## config.mk

```make
export PLATFORM = sky130hd
export DESIGN_NAME = sha256_msg_block_ctrl
export DESIGN_NICKNAME = d
export VERILOG_FILES = /design/src/rtl/sha256_msg_block_ctrl.sv
export SDC_FILE = /design/constraint.sdc
export NUM_CORES = 1
export LEC_CHECK = 0
export CAP_MARGIN = 20
export CORE_MARGIN = 5
export CORE_UTILIZATION = 44
export CTS_BUF_LIST = sky130_fd_sc_hd__clkbuf_8
export DETAILED_ROUTE_END_ITERATION = 6
export GPL_ROUTABILITY_DRIVEN = 0
export GPL_TIMING_DRIVEN = 0
export PLACE_DENSITY_LB_ADDON = 0.3
export SETUP_SLACK_MARGIN = 0.2
export SLEW_MARGIN = 20
export SYNTH_ARGS = -nofsm -noshare
export SYNTH_HDL_FRONTEND = slang
export SYNTH_SLANG_ARGS = --single-unit
export TNS_END_PERCENT = 50
```

## constraint.sdc

```tcl
create_clock -name clock -period 3 [get_ports clock]
set_input_delay 0.3 -clock clock [delete_from_list [all_inputs] [get_ports clock]]
set_output_delay 0.3 -clock clock [all_outputs]
set_load 0.1 [all_outputs]
```

## src/rtl/sha256_msg_block_ctrl.sv

```systemverilog
// Loads one SHA-256 message block from byte memory, pads it, and streams 16 big-endian words.
// Optional feature macro MSG_LENGTH_CHECK_EN: reject oversize lengths with a len_error pulse instead of clamping.
module sha256_msg_block_ctrl #(
  parameter int MAX_MESSAGE_LENGTH = 55,
  localparam int AW = $clog2(MAX_MESSAGE_LENGTH) + 1
) (
  input  logic          clock,
  input  logic          reset,
  input  logic          start,
  input  logic [AW-1:0] msg_length,
  output logic [AW-1:0] mem_addr,
  output logic          mem_rd_en,
  input  logic [7:0]    mem_data,
  output logic [31:0]   word_out,
  output logic [3:0]    word_index,
  output logic          word_valid,
  input  logic          word_ready,
  output logic          busy,
`ifdef MSG_LENGTH_CHECK_EN
  output logic          done,
  output logic          len_error
`else
  output logic          done
`endif
);

  typedef enum logic [2:0] {S_IDLE, S_FETCH, S_WAIT, S_EMIT, S_DONE} state_t;

  state_t        state_reg;
  logic [1:0]    cnt_reg;
  logic          prime_reg;
  logic [AW-1:0] len_reg;
  logic [5:0]    pos_d_reg;
  logic          cap_reg;

  logic          oversize;
  logic          len_bad;
  logic [AW-1:0] len_eff;
  logic [5:0]    issue_p;
  logic          issue_rd;
  logic [15:0]   len_bits;
  logic [7:0]    byte_val;

  assign oversize = 8'(msg_length) > 8'(MAX_MESSAGE_LENGTH);
`ifdef MSG_LENGTH_CHECK_EN
  assign len_bad = oversize;
  assign len_eff = msg_length;
`else
  assign len_bad = 1'b0;
  assign len_eff = oversize ? AW'(MAX_MESSAGE_LENGTH) : msg_length;
`endif

  // Byte position to strobe next; the first read after start waits one cycle for len_reg.
  always_comb begin
    issue_p = 6'd0;
    case (state_reg)
      S_FETCH: issue_p = prime_reg ? {word_index, 2'b00} : ({word_index, cnt_reg} + 6'd1);
      S_EMIT:  issue_p = {word_index + 4'd1, 2'b00};
      default: issue_p = 6'd0;
    endcase
  end

  assign issue_rd = 8'(issue_p) < 8'(len_reg);
  assign len_bits = 16'(len_reg) << 3;

  // Padded byte for the position strobed in the previous cycle.
  always_comb begin
    byte_val = 8'h00;
    if (8'(pos_d_reg) < 8'(len_reg))       byte_val = mem_data;
    else if (8'(pos_d_reg) == 8'(len_reg)) byte_val = 8'h80;
    else if (pos_d_reg == 6'd62)           byte_val = len_bits[15:8];
    else if (pos_d_reg == 6'd63)           byte_val = len_bits[7:0];
  end

  always_ff @(posedge clock or negedge reset) begin
    if (!reset) begin
      state_reg  <= S_IDLE;
      cnt_reg    <= 2'd0;
      prime_reg  <= 1'b0;
      len_reg    <= '0;
      pos_d_reg  <= 6'd0;
      cap_reg    <= 1'b0;
      mem_addr   <= '0;
      mem_rd_en  <= 1'b0;
      word_out   <= 32'd0;
      word_index <= 4'd0;
      word_valid <= 1'b0;
      busy       <= 1'b0;
      done       <= 1'b0;
`ifdef MSG_LENGTH_CHECK_EN
      len_error  <= 1'b0;
`endif
    end else begin
      done    <= 1'b0;
      cap_reg <= 1'b0;
`ifdef MSG_LENGTH_CHECK_EN
      len_error <= start && (state_reg == S_IDLE) && oversize;
`endif
      if (cap_reg) word_out <= {word_out[23:0], byte_val};
      case (state_reg)
        S_IDLE: begin
          if (start && !len_bad) begin
            len_reg    <= len_eff;
            state_reg  <= S_FETCH;
            prime_reg  <= 1'b1;
            cnt_reg    <= 2'd0;
            word_index <= 4'd0;
            busy       <= 1'b1;
          end
        end
        S_FETCH: begin
          if (prime_reg) begin
            prime_reg <= 1'b0;
            mem_rd_en <= issue_rd;
            if (issue_rd) mem_addr <= AW'(issue_p);
          end else begin
            pos_d_reg <= {word_index, cnt_reg};
            cap_reg   <= 1'b1;
            if (cnt_reg == 2'd3) begin
              mem_rd_en <= 1'b0;
              state_reg <= S_WAIT;
            end else begin
              cnt_reg   <= cnt_reg + 2'd1;
              mem_rd_en <= issue_rd;
              if (issue_rd) mem_addr <= AW'(issue_p);
            end
          end
        end
        S_WAIT: begin
          word_valid <= 1'b1;
          state_reg  <= S_EMIT;
        end
        S_EMIT: begin
          if (word_ready) begin
            word_valid <= 1'b0;
            if (word_index == 4'd15) begin
              state_reg <= S_DONE;
              done      <= 1'b1;
            end else begin
              state_reg  <= S_FETCH;
              cnt_reg    <= 2'd0;
              word_index <= word_index + 4'd1;
              mem_rd_en  <= issue_rd;
              if (issue_rd) mem_addr <= AW'(issue_p);
            end
          end
        end
        S_DONE: begin
          state_reg <= S_IDLE;
          busy      <= 1'b0;
        end
        default: state_reg <= S_IDLE;
      endcase
    end
  end

endmodule

```

# == Word-level counts from Yosys, hierarchy flattened ==
# Index checks and enable logic that the tools add are counted.
# word_totals
ff_bits,67
latchBits,0
mem_bits_rw,0
romBits,0
output_inout_bits,47
word_cells,97
mem_count,0
# classes
add_sub_neg,3
multipliers,0
div_mod_pow,0
order_cmp,3
n_eq_ne,16
shift,0
n_mux,44
bitwise_logic,1
reduce_logical,17
# op_table
op,n
two-way mux 7 bit,6
two-way mux 8 bit,4
two-way mux 3 bit,5
less-than comparator 6 x 7 -> 1 bit,2
one-hot mux 7 bit (2 select lines),1
"== test 6 bit, second input constant",2
two-way mux 4 bit,3
"inequality test 2 bit, second input constant",6
one-hot mux 3 bit (4 select lines),1
one-hot mux 6 bit (2 select lines),1
AND reduction 4 bit,3
two-way mux 1 bit,11
two-way mux 2 bit,5
AND reduction 2 bit,5
nonzero test 2 bit,5
one-hot mux 1 bit (2 select lines),4
one-hot mux 4 bit (2 select lines),1
== test 6 x 7 -> 1 bit,1
"greater-than comparator 7 x 6 -> 1 bit, second input constant",1
"adder 6 x 1 -> 6 bit, second input constant",1
"== test 3 x 2 -> 1 bit, second input constant",2
two-way mux 6 bit,1
one-hot mux 2 bit (3 select lines),1
AND reduction 6 bit,1
11 further kinds,11

# == Depth between registers and ports, before layout ==
# Gate-level depths: netlist of the first run.
# logic_depth
word_depth,8
mapped_depth,11
depth_no_buf,11

# == Worst setup path after synthesis of the first run ==
# OpenSTA, ideal clock, no wires.
# synth_path
kind,reg2reg
startpoint,register word_index[0]
endpoint,register mem_addr[0]
arrival_time_ps,2776
t_required_ps,2874
setup_slack_ps,98
path_stages_with_launch,10
n_path_buf,0
cell_sequence,dfrtp_1 ha_1 o21ai_0 xor2_1 nor2_1 ha_1 a21o_1 a21oi_1 o221ai_2 mux2_2
# synth_between
elab_chain_len,8
elab_cells_between_ends,14
classes_between,2 x add/sub; 1 x order compare; 2 x eq/ne; 8 x mux; 1 x reduce/logical
# synth_rtl
item,line,text
from (decl),15,"output logic [3:0] word_index,"
from (signal assigned),142,word_index <= word_index + 4'd1;
adder 6 x 1 -> 6 bit,57,"S_FETCH: issue_p = prime_reg ? {word_index, 2'b00} : ({word_index, cnt_reg} + 6'd1);"
two-way mux 6 bit,57,
one-hot mux 6 bit (2 select lines) *,56,case (state_reg)
named net issue_p[4],39,logic [5:0] issue_p;
less-than comparator 6 x 7 -> 1 bit *,63,assign issue_rd = 8'(issue_p) < 8'(len_reg);
two-way mux 7 bit *,--,
two-way mux 7 bit (on tied branches) (2 in a row),--,
one-hot mux 7 bit (2 select lines) *,--,
to (signal assigned),115,if (issue_rd) mem_addr <= AW'(issue_p);
to (signal assigned),125,if (issue_rd) mem_addr <= AW'(issue_p);
to (signal assigned),144,if (issue_rd) mem_addr <= AW'(issue_p);
to (decl),11,"output logic [AW-1:0] mem_addr,"
# The timed path passes the listed nets; every way through them passes the cells marked *. The select of a mux whose other input is x is not followed.
# A chain may end at the register's enable or synchronous reset.

# == Worst setup path in the final report of the first run ==
# layout_path
startpoint,register cnt_reg[0]
endpoint,register mem_addr[0]
# layout_between
elab_chain_len,8
elab_cells_between_ends,13
classes_between,1 x add/sub; 1 x order compare; 2 x eq/ne; 8 x mux; 1 x reduce/logical
# layout_rtl
item,line,text
from (decl),30,logic [1:0] cnt_reg;
from (signal assigned),123,cnt_reg <= cnt_reg + 2'd1;
adder 6 x 1 -> 6 bit *,57,
two-way mux 6 bit *,57,
one-hot mux 6 bit (2 select lines) *,56,
named net issue_p[4],39,
less-than comparator 6 x 7 -> 1 bit *,63,
two-way mux 7 bit *,"115, 125, 144",
two-way mux 7 bit (on tied branches),"136, 119",
two-way mux 7 bit (on tied branches),"134, 112",
one-hot mux 7 bit (2 select lines) *,100,case (state_reg)
# Marks and branches as above.

==> out/summary.log, run 1 <==
INFO  sta            fmax=380MHz
INFO  clock_network  clock_tree_root_buffer_cell=clkbuf_8
INFO  place          post_dp_cell_area=0.00391sqmm
INFO  clock_network  clk_latency=340ps
INFO  floorplanning  core_region_area=0.00687sqmm
INFO  outcome        outcome=complete, no violations
INFO  logic_synthesis yosys_warnings=0
INFO  logic_synthesis postSynthCellCount=263
INFO  sta            min_period=2630ps
INFO  sta            max_slew.worst_pin.slew=997ps
INFO  setup_path     crit_buf_inv=0
INFO  place          number_of_i_o_port_buffers=64
INFO  global_route   grtUsageTotal=0.167
INFO  clock_network  numCtsBuffers=9
INFO  setup_path     data_arrival_at_the_endpoint_of_the_critical_path=2860ps
INFO  finish         num_antenna_cells=0
INFO  logic_synthesis synth_area=0.00313sqmm
INFO  detailed_routing drt-pass1-iter-count=4
INFO  setup_path     startpoint_class=flip-flop
INFO  floorplanning  die_area=0.00890sqmm
INFO  sta            worst_slew_margin_rel=0.333
INFO  floorplanning  die-width=94.4um
INFO  detailed_routing avgRoutedWirePerCell=15.8um
INFO  detailed_routing drc_errors_left=0
INFO  logic_synthesis synth_nets=296
INFO  detailed_routing detail_route.wirelength=6960um
INFO  sta            final_hold_violation_count=0
INFO  logic_synthesis largest_cells_by_area_after_synthesis=dfrtp_1, mux2_2, ha_1
INFO  floorplanning  starting_density_of_the_core=0.456
INFO  clock_network  ctsHtreeMaxLevel=3
INFO  sta            report.final.slew_viol_count=0
INFO  global_route   global_route_wire_length_before_repair=11600um
INFO  sta            rsz0062_at_grt=false
INFO  finish         area.growth.synth_to_final=33.6%
INFO  setup_path     worstSetupPathType=flip-flop to flip-flop
INFO  place          hpwlAfterDp=5020um
INFO  logic_synthesis postSynth.asyncResetShare=1.00
INFO  detailed_routing drtAntennaViolNets=0
INFO  finish         drive_above_1_share=0.208
INFO  detailed_routing detail_route.iter0.violations=68
INFO  finish         finish.instance_area=0.00419sqmm
INFO  setup_path     timing.critical_path.max_delay_family=compound AO/OA/AOI/OAI gates
INFO  sta            setup_viol_count_final=0
INFO  finish         largest_reg_flops=32
INFO  logic_synthesis ys_dominant_reg_cell=dfrtp_1
INFO  logic_synthesis synth_seq_area_share=0.527
INFO  logic_synthesis postSynthAreaPerCell=11.9squm
INFO  floorplanning  std_cell_rows=30
INFO  global_route   grt_max_degree=38
INFO  finish         layout.nets=374
INFO  clock_network  cts_tree=yes
INFO  logic_synthesis number_of_flip_flops_and_latches_in_the_synthesized_netlist=66
INFO  setup_path     cp_cell_sequence=ha_1 > nor2b_1 > o21ai_0 > xor2_1 > nor2_1 > ha_1 > nand4b_1 > a21oi_1 > o21ai_0 > o221ai_4 > mux2_2
INFO  sta            final.setup.tns=0ps
INFO  setup_path     critical_path.slowest_cell=dfrtp_2
INFO  flow_run       timing.max_cap.violations=0
INFO  logic_synthesis most_frequently_used_cell_type_in_the_post_synthesis_netlist=dfrtp_1
INFO  global_route   grt_pass1_vias=2394
INFO  setup_path     timing.critical_path.required=3220ps
INFO  detailed_routing routed-via-count=2306
INFO  logic_synthesis post_synth_most_frequent_cells=dfrtp_1, mux2_2, o21ai_0
INFO  sta            post-route-period-util=0.878
INFO  worst_hold_path hold_class=primary input to asynchronous set/reset pin
INFO  clock_network  ctsLongestPathBuffers=2
INFO  place          numPlacedInstances=424
INFO  global_route   grt-ovfl-total=0
INFO  global_route   grt_antenna_before_repair=0
INFO  logic_synthesis post-synth-top-area-cell=dfrtp_1
INFO  logic_synthesis yosys.cell_types.count=48
INFO  clock_network  cts_num_sinks=66
INFO  sta            final.setup.worst_slack=366ps
INFO  logic_synthesis edff_count_synth=0
INFO  clock_network  cts.reportedPaths.clkPinSlew=80ps
INFO  floorplanning  top_level_ports=66
INFO  setup_path     cp_slowest_stage_delay=460ps
INFO  sta            final.setup_skew=12.7ps
INFO  detailed_routing vias_per_cell=5.22
INFO  logic_synthesis synth_top_cell_area_share=0.527
INFO  floorplanning  die-height=94.4um
INFO  setup_path     critPathCaptureType=flip-flop
INFO  place          placement.setup.worst_slack=347ps
INFO  setup_path     cp_max_fo=8
INFO  finish         final_cell_count_no_fill=442
layout by cell type, fill, tap and decap left out, types with 9 or more instances in the layout:
master           synthesis  final
dfrtp_1                 66     63
clkdlybuf4s50_1          0     63
mux2_2                  36     36
o21ai_0                 16     16
nand2_1                 15     15
nor2_1                  15     15
ha_1                    14     14
inv_1                   11     12
a21oi_1                  9      9
clkbuf_8                 0      9
cell type report:
class | count | area [sq um]
buffer | 11 | 68.8
inverter | 11 | 41.3
fill | 572 | 2680
sequential | 66 | 1660
clock inverter | 7 | 119
multi-input combinational | 175 | 1380
clock buffer | 9 | 124
tap | 96 | 120
timing repair buffer | 67 | 676
routing by layer:
metal,part of all wire,up-vias,track usage
met4,0.011,0,0.0614
met3,0.047,7,0.0327
met5,0,-,0
met2,0.47,65,0.274
met1,0.47,1140,0.220
li1,-,1094,-
final timing paths:
| kind | from | end | slack [ps] | cells past startpoint |
|---|---|---|---|---|
| min in group clock | word_out[24] | word_out[24] | 510 | 1 |
| worst max register to register | cnt_reg[0] | mem_addr[0] | 370 | 11 |
| worst max-delay path | cnt_reg[0] | mem_addr[0] | 370 | 11 |
| worst min register to register | word_out[24] | word_out[24] | 510 | 1 |
| worst min-delay path | reset | word_out[25] | 420 | 2 |
| max in group asynchronous | reset | word_index[0] | 2040 | 3 |
metrics by stage:
stage	util	hold slack, ps
after floorplan	-	4.41
after global placement	0.567	488
after detailed placement	0.570	251
after CTS	0.606	422
after global routing	0.609	441
final	0.609	422
repair_timing:
item	in CTS	in global routing
gates resized for setup	0	2
endpoints found under the hold margin	29	0
setup buffers	0	1
endpoints found under the setup margin	0	6
hold buffers	1	0
cells by family after synthesis:
logic type      synth area share
compound gates             0.108
xor+xnor                  0.0112
fa+ha+maj                 0.0559
buf+inv                   0.0352
flops                      0.527
mux                        0.139
other cells              0.00120
simple gates               0.122
Power of run 1 is left out: the tool's default activity adds up to more than one toggle a clock period on the data nets, which glitch-free logic cannot reach.
==> inputs of run 2 (changes only) <==
CORE_UTILIZATION = 45   (was 44)
PLACE_DENSITY_LB_ADDON = 0.12   (was 0.3)
==> run 2 against run 1 <==
  * Clock-buffer cell count increased by 1
  * Maximum frequency rose by 0.34%
  * Non-clock buffer count up 3
  * Final area down 0.63%
  * Global-route usage up 0.34 points
  * Die area fell by 2.0%
  * Wire length shrank 2.4%
  * Sequential share of layout area up 0.22 points
  * Worst hold slack lost 6.8 ps
  * Largest cell class unchanged
  * Critical endpoint is now mem_addr[1]
  * Clock skew fell by 3.0 ps
  * Via count fell by 1.9%
  * Final cell count up 0.68%
==> out/summary.log, run 2 (synthesized netlist as in run 1, its figures left out) <==
INFO  outcome        outcome=complete, no violations
INFO  sta            rsz0062_at_grt=false
INFO  finish         largest_reg_flops=32
INFO  clock_network  clk_latency=340ps
INFO  global_route   global_route_wire_length_before_repair=11500um
INFO  clock_network  cts_tree=yes
INFO  sta            fmax=381MHz
INFO  sta            report.final.slew_viol_count=0
INFO  floorplanning  top_level_ports=66
INFO  clock_network  cts_num_sinks=66
INFO  setup_path     critical_path.slowest_cell=dfrtp_1
INFO  place          number_of_i_o_port_buffers=64
INFO  setup_path     cp_slowest_stage_delay=380ps
INFO  sta            worst_slew_margin_rel=0.348
INFO  finish         area.growth.synth_to_final=32.8%
INFO  finish         most_common_cell_after_layout_fill_and_taps_aside=dfrtp_1
INFO  finish         final_cell_count_no_fill=445
INFO  setup_path     setup.reg_to_reg.worst_slack=370ps
INFO  place          placement.setup.worst_slack=315ps
INFO  setup_path     timing.critical_path.max_delay_family=simple AND/OR/NAND/NOR gates
INFO  clock_network  numCtsBuffers=9
INFO  setup_path     regToRegStartpoint=state_reg[2]
INFO  setup_path     data_arrival_at_the_endpoint_of_the_critical_path=2850ps
INFO  detailed_routing vias_per_cell=5.09
INFO  global_route   grt-ovfl-total=0
INFO  setup_path     worst_r2r_path_depth=11
INFO  sta            final.setup_skew=9.74ps
INFO  setup_path     startpoint_class=flip-flop
INFO  setup_path     reg2reg_to=mem_addr[1]
INFO  setup_path     crit_buf_inv=2
INFO  sta            final_hold_violation_count=0
INFO  floorplanning  starting_density_of_the_core=0.461
INFO  detailed_routing drt-pass1-iter-count=4
INFO  sta            setup_viol_count_final=0
INFO  flow_run       timing.max_cap.violations=0
INFO  finish         layout.nets=377
INFO  finish         num_antenna_cells=0
INFO  place          numPlacedInstances=424
INFO  global_route   grtUsageTotal=0.170
INFO  global_route   grt_antenna_before_repair=0
INFO  place          hpwlAfterDp=5090um
INFO  clock_network  ctsHtreeMaxLevel=3
INFO  setup_path     cp_max_fo=10
INFO  clock_network  clock_tree_root_buffer_cell=clkbuf_8
INFO  global_route   grt_pass1_vias=2329
INFO  sta            final.setup.worst_slack=375ps
INFO  setup_path     worstSetupPathType=flip-flop to flip-flop
INFO  detailed_routing avgRoutedWirePerCell=15.3um
INFO  finish         drive_above_1_share=0.212
INFO  setup_path     critPathCaptureType=flip-flop
INFO  detailed_routing detail_route.wirelength=6800um
INFO  detailed_routing drc_errors_left=0
INFO  floorplanning  core_region_area=0.00679sqmm
INFO  floorplanning  die-width=93.4um
INFO  sta            post-route-period-util=0.875
INFO  sta            min_period=2630ps
INFO  floorplanning  die-height=93.4um
INFO  floorplanning  std_cell_rows=30
INFO  finish         most-common-layout-cells=dfrtp_1, clkdlybuf4s50_1, mux2_2
INFO  sta            max_slew.worst_pin.slew=975ps
INFO  worst_hold_path hold_class=primary input to asynchronous set/reset pin
INFO  setup_path     cp_cell_sequence=buf_6 > nand2b_4 > buf_4 > nor3_4 > and2_1 > ha_1 > o21ai_0 > a21oi_1 > o21ai_1 > o221ai_4 > mux2_2
INFO  floorplanning  die_area=0.00873sqmm
INFO  setup_path     timing.critical_path.required=3220ps
INFO  detailed_routing routed-via-count=2263
INFO  detailed_routing detail_route.iter0.violations=52
INFO  clock_network  ctsLongestPathBuffers=2
INFO  clock_network  cts.reportedPaths.clkPinSlew=70ps
INFO  detailed_routing drtAntennaViolNets=0
INFO  global_route   grt_max_degree=38
==> run 2: what timing repair did <==
item | in CTS | in global routing
setup buffers | 0 | 4
hold buffers | 1 | 0
endpoints found under the hold margin | 29 | 0
endpoints found under the setup margin | 0 | 6
gates resized for setup | 0 | 2
==> run 2: stage by stage <==
| step | util | cell area, sq um | hold WS [ps] | setup TNS (ps) |
|---|---|---|---|---|
| 2_1_floorplan | - | 3130 | 4.41 | 0 |
| 3_3_place_gp | 0.573 | 3890 | 488 | -36940 |
| 3_5_place_dp | 0.576 | 3910 | 255 | 0 |
| 4_1_cts | 0.606 | 4120 | 432 | 0 |
| 5_1_grt | 0.612 | 4160 | 432 | 0 |
| 6_report | 0.612 | 4160 | 415 | 0 |
==> run 2: worst max-delay path by stage <==
stage,start,endpoint,cells past startpoint
global placement,reset,word_index[0],1
detailed placement,cnt_reg[0],mem_addr[0],10
global route,cnt_reg[0],mem_addr[1],10
CTS,cnt_reg[0],mem_addr[1],10
floorplan,word_index[2],mem_addr[0],9
finish,state_reg[2],mem_addr[1],11
==> run 2: layer usage <==
metal / vias to the layer above / global-route usage / wire length (um)
met5: - / 0 / 0
li1: 1101 / - / -
met4: 0 / 0.0659 / 164
met3: 16 / 0.0595 / 405
met2: 58 / 0.276 / 3280
met1: 1088 / 0.207 / 2950
==> run 2: final cells by class <==
type                       count  area (sq um)
sequential                    66          1650
buffer                        11          68.8
tap                           96           120
clock inverter                 6          57.6
fill                         562          2640
timing repair buffer          70           698
multi-input combinational    175          1380
inverter                      11          41.3
clock buffer                  10           138
Power of run 2 is left out for the same reason.
==> inputs of run 3 (changes only) <==
GPL_TIMING_DRIVEN = not set   (was 0)
==> run 3 against run 2 <==
  * Setup slack better by 91 ps
  * Clock-buffer cell count unchanged
  * Worst hold slack better by 37 ps
  * Largest cell class unchanged
  * Critical path type unchanged
  * Critical path depth down 1
  * Clock skew up 0.65 ps
  * Non-clock buffer count down 12
  * Final cell count down 2.7%
  * Critical endpoint is now mem_addr[3]
  * Final area down 4.0%
==> out/summary.log, run 3 (synthesized netlist as in run 1, its figures left out) <==
INFO  finish         largest_reg_flops=32
INFO  finish         num_antenna_cells=0
INFO  clock_network  cts_tree=yes
INFO  sta            final.setup_skew=10.4ps
INFO  clock_network  clk_latency=350ps
INFO  sta            worst_slew_margin_rel=0.354
INFO  clock_network  clock_tree_root_buffer_cell=clkbuf_8
INFO  setup_path     setup.reg_to_reg.worst_slack=470ps
INFO  detailed_routing drtAntennaViolNets=0
INFO  detailed_routing detail_route.iter0.violations=62
INFO  setup_path     worstSetupPathType=flip-flop to flip-flop
INFO  floorplanning  die-width=93.4um
INFO  setup_path     critPathCaptureType=flip-flop
INFO  finish         most_common_cell_after_layout_fill_and_taps_aside=dfrtp_1
INFO  detailed_routing routed-via-count=2222
INFO  global_route   grt_max_degree=46
INFO  flow_run       timing.max_cap.violations=0
INFO  sta            max_slew.worst_pin.slew=966ps
INFO  global_route   grt-ovfl-total=0
INFO  floorplanning  core_region_area=0.00679sqmm
INFO  detailed_routing vias_per_cell=5.13
INFO  sta            setup_viol_count_final=0
INFO  detailed_routing detail_route.wirelength=6590um
INFO  sta            min_period=2530ps
INFO  sta            report.final.slew_viol_count=0
INFO  global_route   global_route_wire_length_before_repair=10700um
INFO  floorplanning  starting_density_of_the_core=0.461
INFO  sta            final.setup.tns=0ps
INFO  clock_network  numCtsBuffers=9
INFO  detailed_routing avgRoutedWirePerCell=15.2um
INFO  floorplanning  die-height=93.4um
INFO  global_route   grt_pass1_vias=2166
INFO  setup_path     regToRegStartpoint=cnt_reg[0]
INFO  clock_network  cts.reportedPaths.clkPinSlew=70ps
INFO  clock_network  ctsLongestPathBuffers=2
INFO  clock_network  postCtsSetupBuffers=0
INFO  place          number_of_i_o_port_buffers=64
INFO  outcome        outcome=complete, no violations
INFO  detailed_routing drt-pass1-iter-count=4
INFO  detailed_routing drc_errors_left=0
INFO  setup_path     startpoint_class=flip-flop
INFO  floorplanning  top_level_ports=66
INFO  finish         most-common-layout-cells=dfrtp_1, buf_4, mux2_2
INFO  global_route   grtUsageTotal=0.160
INFO  finish         drive_above_1_share=0.315
INFO  setup_path     cp_max_fo=8
INFO  global_route   grt_antenna_before_repair=0
INFO  setup_path     timing.critical_path.required=3230ps
INFO  clock_network  cts_num_sinks=66
INFO  setup_path     reg2reg_to=mem_addr[3]
INFO  sta            fmax=395MHz
INFO  place          hpwlAfterDp=4930um
INFO  setup_path     worst_r2r_path_depth=10
INFO  floorplanning  std_cell_rows=30
INFO  sta            rsz0062_at_grt=false
INFO  finish         area.growth.synth_to_final=27.5%
INFO  worst_hold_path hold_class=primary input to asynchronous set/reset pin
INFO  sta            final_hold_violation_count=0
INFO  clock_network  ctsHtreeMaxLevel=3
INFO  floorplanning  die_area=0.00873sqmm
INFO  finish         layout.nets=365
INFO  setup_path     data_arrival_at_the_endpoint_of_the_critical_path=2760ps
INFO  sta            post-route-period-util=0.845
[run 3: cell types whose count changed in the layout (fill, tap and decap cells not counted), sizes merged]
cell / delta
clkdlybuf4s50: -39
bufinv: +1
buf: +29
clkbuf: -2
clkinvlp: +1
clkinv: -2
[run 3: cell type report]
| class | instances | area [sq um] |
|---|---|---|
| Fill cell | 596 | 2800 |
| Sequential cell | 66 | 1650 |
| Multi-Input combinational cell | 175 | 1380 |
| Timing Repair Buffer | 69 | 578 |
| Clock buffer | 10 | 138 |
| Tap cell | 96 | 120 |
| Clock inverter | 6 | 81.3 |
| Inverter | 11 | 41.3 |
[run 3: how the worst max path moves through the flow]
stage,slack [ps],startpoint,cells after the start,endpoint
after floorplan,310,word_index[2],9,mem_addr[0]
final,470,cnt_reg[0],10,mem_addr[3]
after CTS,370,cnt_reg[0],10,mem_addr[3]
after detailed placement,420,cnt_reg[0],10,mem_addr[3]
after global placement,450,cnt_reg[0],10,mem_addr[4]
after global routing,260,cnt_reg[0],10,mem_addr[2]
[run 3: what timing repair did]
| item | 4_1_cts | 5_1_grt |
|---|---|---|
| setup endpoints to repair | 0 | 6 |
| endpoints found under the hold margin | 21 | 0 |
| hold buffers | 1 | 0 |
| resized for setup | 0 | 2 |
[run 3: metal layers]
| metal | vias up | part of all wire | GRT usage |
|---|---|---|---|
| met1 | 1084 | 0.44 | 0.206 |
| met3 | 13 | 0.061 | 0.0451 |
| li1 | 1076 | - | - |
| met4 | 0 | 0.024 | 0.0794 |
| met2 | 49 | 0.47 | 0.247 |
| met5 | - | 0 | 0 |
[run 3: per-stage QoR]
step / setup slack [ps] / utilization / hold WS [ps] / cells / instance area, sq um
4_1_cts: 373 / 0.586 / 461 / 433 / 3980
6_report: 466 / 0.588 / 452 / 433 / 3990
3_5_place_dp: 415 / 0.552 / 298 / 416 / 3750
5_1_grt: 264 / 0.588 / 486 / 433 / 3990
2_1_floorplan: 306 / - / 4.41 / 263 / 3130
3_3_place_gp: 454 / 0.552 / 294 / 416 / 3750
[run 3: worst max-delay path: stages, from the launching register on]
cell	delay, ps
dfrtp_1	450
ha_1	220
nor2b_1	140
o21ai_1	160
xor2_1	160
nor2_1	70
ha_1	300
a21o_1	160
a21oi_1	240
o221ai_4	190
mux2_2	310
Power of run 3 is left out for the same reason.
